===== config.mk =====
export PLATFORM = sky130hd
export DESIGN_NAME = pipeline_trace_monitor
export DESIGN_NICKNAME = d
export VERILOG_FILES = /design/src/rtl/pipeline_trace_monitor.sv
export SDC_FILE = /design/constraint.sdc
export NUM_CORES = 1
export LEC_CHECK = 0
export CAP_MARGIN = 5
export CORE_MARGIN = 2
export CORE_UTILIZATION = 40
export CTS_BUF_LIST = sky130_fd_sc_hd__clkbuf_8 sky130_fd_sc_hd__clkbuf_16
export DETAILED_ROUTE_END_ITERATION = 10
export GPL_ROUTABILITY_DRIVEN = 1
export HOLD_SLACK_MARGIN = 0.05
export SETUP_SLACK_MARGIN = 0.3
export SLEW_MARGIN = 0
export SYNTH_ARGS = -nofsm -noshare
export SYNTH_HDL_FRONTEND = slang
export SYNTH_SLANG_ARGS = --single-unit

===== constraint.sdc =====
create_clock -name Clk -period 23.7 [get_ports Clk]
set_input_delay 2.37 -clock Clk [delete_from_list [all_inputs] [get_ports Clk]]
set_output_delay 2.37 -clock Clk [all_outputs]
set_load 0.005 [all_outputs]

===== src/rtl/pipeline_trace_monitor.sv =====
// Captures {PC, WriteBack} samples into a circular trace buffer during a fixed-length
// window opened by Start; the buffer is read back oldest-first through RdAddr.
module pipeline_trace_monitor #(
    parameter int DATA_WIDTH = 32,
    parameter int DEPTH      = 16,
    parameter int RUN_CYCLES = 40
) (
    input  logic                              Clk,
    input  logic                              Reset,
    input  logic                              Start,
    input  logic                              Mode,
    input  logic                              Valid,
    input  logic [DATA_WIDTH-1:0]             PC,
    input  logic [DATA_WIDTH-1:0]             WriteBack,
    input  logic [$clog2(DEPTH)-1:0]          RdAddr,
    output logic [DATA_WIDTH-1:0]             RdPC,
    output logic [DATA_WIDTH-1:0]             RdWB,
    output logic [$clog2(DEPTH):0]            Count,
    output logic                              Wrapped,
    output logic                              Busy,
    output logic                              Done,
    output logic [$clog2(RUN_CYCLES+1)-1:0]   CycleCnt
);
    localparam int AW = $clog2(DEPTH);
    localparam int CW = $clog2(RUN_CYCLES + 1);
    localparam logic [AW:0]   FULL     = (AW + 1)'(DEPTH);
    localparam logic [CW-1:0] RUN_LAST = CW'(RUN_CYCLES - 1);

    typedef enum logic [1:0] {S_IDLE, S_RUN, S_DONE} state_t;

    state_t                state_q, state_d;
    logic [AW:0]           cnt_q, cnt_d;
    logic                  wrapped_q, wrapped_d;
    logic [CW-1:0]         cyc_q, cyc_d;
    logic [AW-1:0]         wr_ptr_q, wr_ptr_d;
    logic [AW-1:0]         old_ptr_q, old_ptr_d;
    logic [DATA_WIDTH-1:0] last_wb_q, last_wb_d;
    logic                  cap;
    logic [AW-1:0]         rd_idx;

    logic [DATA_WIDTH-1:0] pc_mem [DEPTH];
    logic [DATA_WIDTH-1:0] wb_mem [DEPTH];

    always_comb begin
        state_d   = state_q;
        cnt_d     = cnt_q;
        wrapped_d = wrapped_q;
        cyc_d     = cyc_q;
        wr_ptr_d  = wr_ptr_q;
        old_ptr_d = old_ptr_q;
        last_wb_d = last_wb_q;
        cap       = 1'b0;
        case (state_q)
            S_RUN: begin
                cyc_d = cyc_q + 1'b1;
                if (cyc_q == RUN_LAST) state_d = S_DONE;
                // An empty buffer always accepts, so change-only mode has a reference value.
                cap = Valid && (!Mode || cnt_q == '0 || WriteBack != last_wb_q);
                if (cap) begin
                    wr_ptr_d  = wr_ptr_q + 1'b1;
                    last_wb_d = WriteBack;
                    if (cnt_q == FULL) begin
                        old_ptr_d = old_ptr_q + 1'b1;
                        wrapped_d = 1'b1;
                    end else begin
                        cnt_d = cnt_q + 1'b1;
                    end
                end
            end
            default: begin
                if (Start) begin
                    state_d   = S_RUN;
                    cnt_d     = '0;
                    wrapped_d = 1'b0;
                    cyc_d     = '0;
                    wr_ptr_d  = '0;
                    old_ptr_d = '0;
                end
            end
        endcase
    end

    always_ff @(posedge Clk) begin
        if (!Reset) begin
            state_q   <= S_IDLE;
            cnt_q     <= '0;
            wrapped_q <= 1'b0;
            cyc_q     <= '0;
            wr_ptr_q  <= '0;
            old_ptr_q <= '0;
            last_wb_q <= '0;
        end else begin
            state_q   <= state_d;
            cnt_q     <= cnt_d;
            wrapped_q <= wrapped_d;
            cyc_q     <= cyc_d;
            wr_ptr_q  <= wr_ptr_d;
            old_ptr_q <= old_ptr_d;
            last_wb_q <= last_wb_d;
        end
    end

    // Storage is not reset; Count gates every read so stale entries never show.
    always_ff @(posedge Clk) begin
        if (Reset && cap) begin
            pc_mem[wr_ptr_q] <= PC;
            wb_mem[wr_ptr_q] <= WriteBack;
        end
    end

    always_comb begin
        rd_idx = old_ptr_q + RdAddr;
        RdPC   = '0;
        RdWB   = '0;
        if ({1'b0, RdAddr} < cnt_q) begin
            RdPC = pc_mem[rd_idx];
            RdWB = wb_mem[rd_idx];
        end
    end

    assign Count    = cnt_q;
    assign Wrapped  = wrapped_q;
    assign CycleCnt = cyc_q;
    assign Busy     = (state_q == S_RUN);
    assign Done     = (state_q == S_DONE);
endmodule


==> results.yml, run 1 <==
placed_design:
  place_ws_ns: 13.00
  dp_hpwl_mm: 49.43
  place.gp.congestion: 0.7494
  port_buffers: 150
  placed_area_um2: 45280
cts:
  postCtsResizedCells: 0
  htreeDepth: 3
  postCtsHoldBufs: 0
  post_cts_buffers: 0
  path_clk_slew_ns: 0.06
  cts-buffers-inserted: 109
  clock_latency_ns: 0.67
  cts_buffer_depth: 3
  clock-sinks: 1078
  cts_tree: "yes"
  root_buffer: "clkbuf_16"
synth:
  yosys.area.top_type: "edfxtp_1"
  yosys_register_bits: 1078
  yosys.area.top_type_share_pct: 73.11
  syn_avg_cell_area_um2: 20.79
  synthCells: 2023
  async_reset_ff_share_pct: 0
  ys_warn_count: 0
  synthFlopType: "edfxtp_1"
  netlist_area_um2: 42060
  synth-edff-count: 1024
  yosys-top-cells-area: "edfxtp_1 (73%), mux4_2 (14%), dfxtp_1 (2.6%)"
  synth_nets: 2111
  ys_types: 53
  seq_area_frac_synth_pct: 75.68
pwr:
  leakagePower_uw: 0.01513
  ir_worst_vdd_mv: 0.06370
  powerDensity_nw_per_um2: 80.03
sta:
  hold_viol_final: 0
  timing.hold.ws_ns: 0.4703
  rsz0062_at_grt: "false"
  postLayoutSetupSlackWorst_ns: 13.07
  relSlewSlack_pct: 25.76
  min_period_ns: 10.63
  finClkSkew_ns: 0.01746
  fmaxAchievable_ghz: 0.09405
  slew_viol_final: 0
  fin_setup_tns_ns: 0
  setup_viol: 0
  worst_pin_slew_ns: 1.099
  period_share_pct: 44.86
cells_and_area:
  drive_gt1_share_pct: 21.13
  final_common_cell: "edfxtp_1"
  syn2layout_area_growth_pct: 15.68
  final_cell_mix: "edfxtp_1 (1,024), mux4_2 (256), clkdlybuf4s50_1 (150)"
  layout.nets: 2296
  utilization_pct: 46.81
  fin_area_um2: 48660
route:
  first_iter_violations: 2055
  vias_per_cell: 5.615
  wl_per_cell_um: 26.94
  routed_wl_mm: 99.08
  drtAntennaViolNets: 0
  firstDrtPassIters: 5
  route.detailed.drc: 0
  via_count: 20650
setup_path:
  critPathSlowestCell: "fa_4"
  path_buf_inv: 5
  path_max_fanout: 145
  cp.arrival_ns: 8.26
  start_kind: "input pin"
  worstPathCellList: "clkdlybuf4s50_1, ha_4, inv_1, fa_4, buf_4, buf_12, mux4_2, nor2b_1, a211oi_1, a211oi_1, clkdlybuf4s50_1"
  r2r_slack_ns: 18.23
  endpoint_kind: "output port"
  criticalPathCategory: "input pin to output port"
  critical_path.max_stage_delay_ns: 1.28
  path_delay_family: "buffers and inverters"
  cp.required_ns: 21.33
floorplanning:
  rows: 118
  die_h_um: 328.3
  ios: 151
  core_area_um2: 103900
  die_area_um2: 107800
  start_util_pct: 40.47
  fp.dieW_um: 328.3
global_route:
  grt_overflow: 0
  grt_max_degree: 146
  antenna_found_initial: 12
  grt_usage_pct: 18.48
  grt_pass1_vias: 21870
  grt_pass1_wl_mm: 145.2
hold_path:
  min_path_type: "flop to flop"
flow_run:
  cap_viol_max_count: 0
status:
  outcome: "finished, final reports clean"
-- power by group --
part | switching, µW | internal (µW) | leakage (µW)
registers | 2.74 | 2090 | 0.00964
logic | 109 | 84.8 | 0.00377
clock network | 705 | 902 | 0.00172
total | 817 | 3080 | 0.0151
-- sequential cells by signal, indices dropped and copies added (netlist names) --
signal	cells
Count	5
CycleCnt	6
Wrapped	1
last_wb_q	32
old_ptr_q	4
pc_mem	512
state_q	2
wb_mem	512
wr_ptr_q	4
-- cell usage after synthesis, types with 15 or more instances --
library cell,n
a211oi_1,129
a21oi_1,44
buf_1,15
buf_2,43
clkbuf_1,59
dfxtp_1,54
edfxtp_1,1024
mux2i_1,68
mux4_2,256
nand2_1,31
nand3_1,43
nor2b_1,68
o21ai_1,26
xnor2_1,20
-- metrics by stage --
stage	total power [µW]	instances
after floorplan	2240	2023
after global placement	2325	3477
final	3894	3678
after global routing	4019	3677
after detailed placement	2330	3477
after CTS	3934	3675
-- per-layer routing --
metal | routed length [µm] | vias up | GRT usage, %
met3 | 5519 | 147 | 2.991
met1 | 43150 | 11070 | 25.89
li1 | - | 8812 | -
met4 | 2128 | 10 | 5.211
met2 | 48230 | 617 | 30.14
met5 | 56 | - | 0
-- final cells by class --
cell class | count | area [µm²]
Antenna cell | 3 | 7.507
Sequential cell | 1078 | 31830
Clock buffer | 113 | 2783
Multi-Input combinational cell | 805 | 9747
Fill cell | 8615 | 55280
Tap cell | 1380 | 1727
Clock inverter | 85 | 584.3
Timing Repair Buffer | 200 | 1927
Inverter | 14 | 52.55
-- worst paths after layout --
check | startpoint | end | depth (start not counted)
worst min-delay path | last_wb_q[24] | last_wb_q[24] | 2
worst min register to register | last_wb_q[24] | last_wb_q[24] | 2
worst max register to register | state_q[0] | pc_mem[5][23] | 6
worst max-delay path | RdAddr[0] | RdWB[13] | 11
-- logic make-up after synthesis --
family	after synthesis	synth area share, %
buffers and inverters	140	1.484
multiplexers	324	15.33
AND/OR/NAND/NOR	210	2.755
XOR/XNOR	33	0.6872
adder cells (fa/ha/maj)	15	0.4641
AO/OA/AOI/OAI	223	3.608
flip-flops	1078	75.68
-- worst min-delay path, stage by stage (launching register included) --
cell and delay (ns):
dfxtp_1 0.32, nand2_1 0.05, a21oi_1 0.05
Note: power is estimated with default switching activity, not from simulation.
==> run 2, diff against run 1 <==
==> constraint.sdc (replaced) <==
create_clock -name Clk -period 9.9 [get_ports Clk]
set_input_delay 0.99 -clock Clk [delete_from_list [all_inputs] [get_ports Clk]]
set_output_delay 0.99 -clock Clk [all_outputs]
set_load 0.005 [all_outputs]
==> run 2 against run 1 <==
Net effect:
- combinational power grew 140%
- die area is the same
- count of clock-buffer cells in the layout grew 2
- cell area grew 0.25%
- final cell count grew 0.22%
- critical endpoint unchanged
==> results.yml, run 2 (synthesis gave the netlist of run 1 again) <==
setup_path:
  cp.arrival_ns: 5.39
  critical_path.max_stage_delay_ns: 1.06
  worstPathCellList: "clkdlybuf4s50_1, ha_4, inv_1, fa_4, buf_4, mux4_2, mux2i_1, a211oi_1, clkdlybuf4s50_1"
  cp_common_cell: "clkdlybuf4s50_1"
  startpoint: "RdAddr[0]"
  cp.required_ns: 8.91
  critPathSlowestCell: "fa_4"
  rr_startpoint: "state_q[0]"
  start_kind: "input pin"
  criticalPathCategory: "input pin to output port"
  endpoint_kind: "output port"
  path_max_fanout: 50
sta:
  slew_viol_final: 0
  postLayoutSetupSlackWorst_ns: 3.515
  hold_viol_final: 0
  rsz0062_at_grt: "false"
  min_period_ns: 6.385
  worst_pin_slew_ns: 1.170
  setup_viol: 0
  fin_setup_tns_ns: 0
  finClkSkew_ns: 0.02308
  fmaxAchievable_ghz: 0.1566
  period_share_pct: 64.49
  relSlewSlack_pct: 22.03
hold_path:
  hold_start: "last_wb_q[16]"
  min_path_type: "flop to flop"
placed_design:
  place_ws_ns: 3.419
  dp_hpwl_mm: 49.43
  port_buffers: 150
  place.gp.congestion: 0.7389
cts:
  post_cts_buffers: 0
  htreeDepth: 3
  clock-sinks: 1078
  postCtsHoldBufs: 0
  cts-buffers-inserted: 107
  postCtsResizedCells: 0
  cts_buffer_depth: 3
  path_clk_slew_ns: 0.06
  clock_latency_ns: 0.67
  cts_tree: "yes"
  root_buffer: "clkbuf_16"
floorplanning:
  die_area_um2: 107800
  fp.dieW_um: 328.3
  core_area_um2: 103900
  start_util_pct: 40.47
  die_h_um: 328.3
  rows: 118
  ios: 151
pwr:
  power_frac_comb_pct: 5.0
  seqPwrFrac_pct: 53.4
  netSwitchingFraction_pct: 20.65
  leakagePower_uw: 0.01524
  pwr-share-clk_pct: 41.6
  powerDensity_nw_per_um2: 192.3
  p_total_uw: 9380
  ir_worst_vdd_mv: 0.1240
  p_switching_uw: 1937
  internal_power_uw: 7443
cells_and_area:
  final_common_cell: "edfxtp_1"
  drive_gt1_share_pct: 21.49
  final_cell_mix: "edfxtp_1 (1,024), mux4_2 (256), clkdlybuf4s50_1 (150)"
  syn2layout_area_growth_pct: 15.98
  reg.largest.list: "pc_mem x512, wb_mem x512, last_wb_q x32"
  layout.nets: 2301
global_route:
  grt_pass1_vias: 21740
  antenna_found_initial: 10
  grt_max_degree: 129
  grt_pass1_wl_mm: 143.9
  grt_overflow: 0
  grt_usage_pct: 18.15
route:
  vias_per_cell: 5.635
  route.detailed.drc: 0
  firstDrtPassIters: 7
  drtAntennaViolNets: 0
  routed_wl_mm: 98.05
  first_iter_violations: 1800
  wl_per_cell_um: 26.60
  via_count: 20770
flow_run:
  cap_viol_max_count: 0
status:
  outcome: "finished, final reports clean"
-- run 2: power groups by stage --
stage / registers [µW] / logic (µW) / clock network, µW
final: 5010 / 468 / 3900
after global routing: 5010 / 505 / 4160
after CTS: 5010 / 476 / 3990
after detailed placement: 5110 / 475 / 0
after global placement: 5100 / 465 / 0
after floorplan: 5110 / 258 / 0
-- run 2: worst max-delay path, delay by kind of cell --
family	cells	cell delay (ns)
AO/OA/AOI/OAI	1	0.76
adder cells (fa/ha/maj)	2	1.23
buffers and inverters	4	1.95
multiplexers	2	0.42
-- run 2: area by class of cell --
class	instances	area, µm²
tap	1380	1727
inverter	14	52.55
antenna	3	7.507
timing repair buffer	207	2004
fill	8523	55160
clock inverter	84	614.3
sequential	1078	31830
clock buffer	115	2799
multi-input combinational	805	9747
-- run 2: through the flow --
step | util, % | hold slack [ns] | std cells | cell area [µm²]
after detailed placement | 43.64 | 0.4643 | 3484 | 45360
after global routing | 46.93 | 0.4894 | 3684 | 48780
after global placement | 43.64 | 0.4553 | 3484 | 45360
after CTS | 46.93 | 0.4722 | 3683 | 48770
final | 46.93 | 0.4745 | 3686 | 48780
after floorplan | - | 0.4451 | 2023 | 42060
-- run 2: final timing paths --
| kind | end | slack [ns] | cells after the start |
|---|---|---|---|
| setup / recovery | RdWB[13] | 3.52 | 9 |
| hold / removal | last_wb_q[16] | 0.47 | 2 |
| setup reg to reg | pc_mem[2][25] | 5.00 | 6 |
| hold reg to reg | last_wb_q[16] | 0.47 | 2 |
-- run 2: routing by layer --
| metal | track usage, % | vias up | share of wire [%] |
|---|---|---|---|
| met4 | 4.864 | 12 | 2.0 |
| met3 | 3.081 | 135 | 6.0 |
| met5 | 0 | - | 0.081 |
| li1 | - | 8831 | - |
| met2 | 29.55 | 636 | 48 |
| met1 | 25.46 | 11160 | 44 |
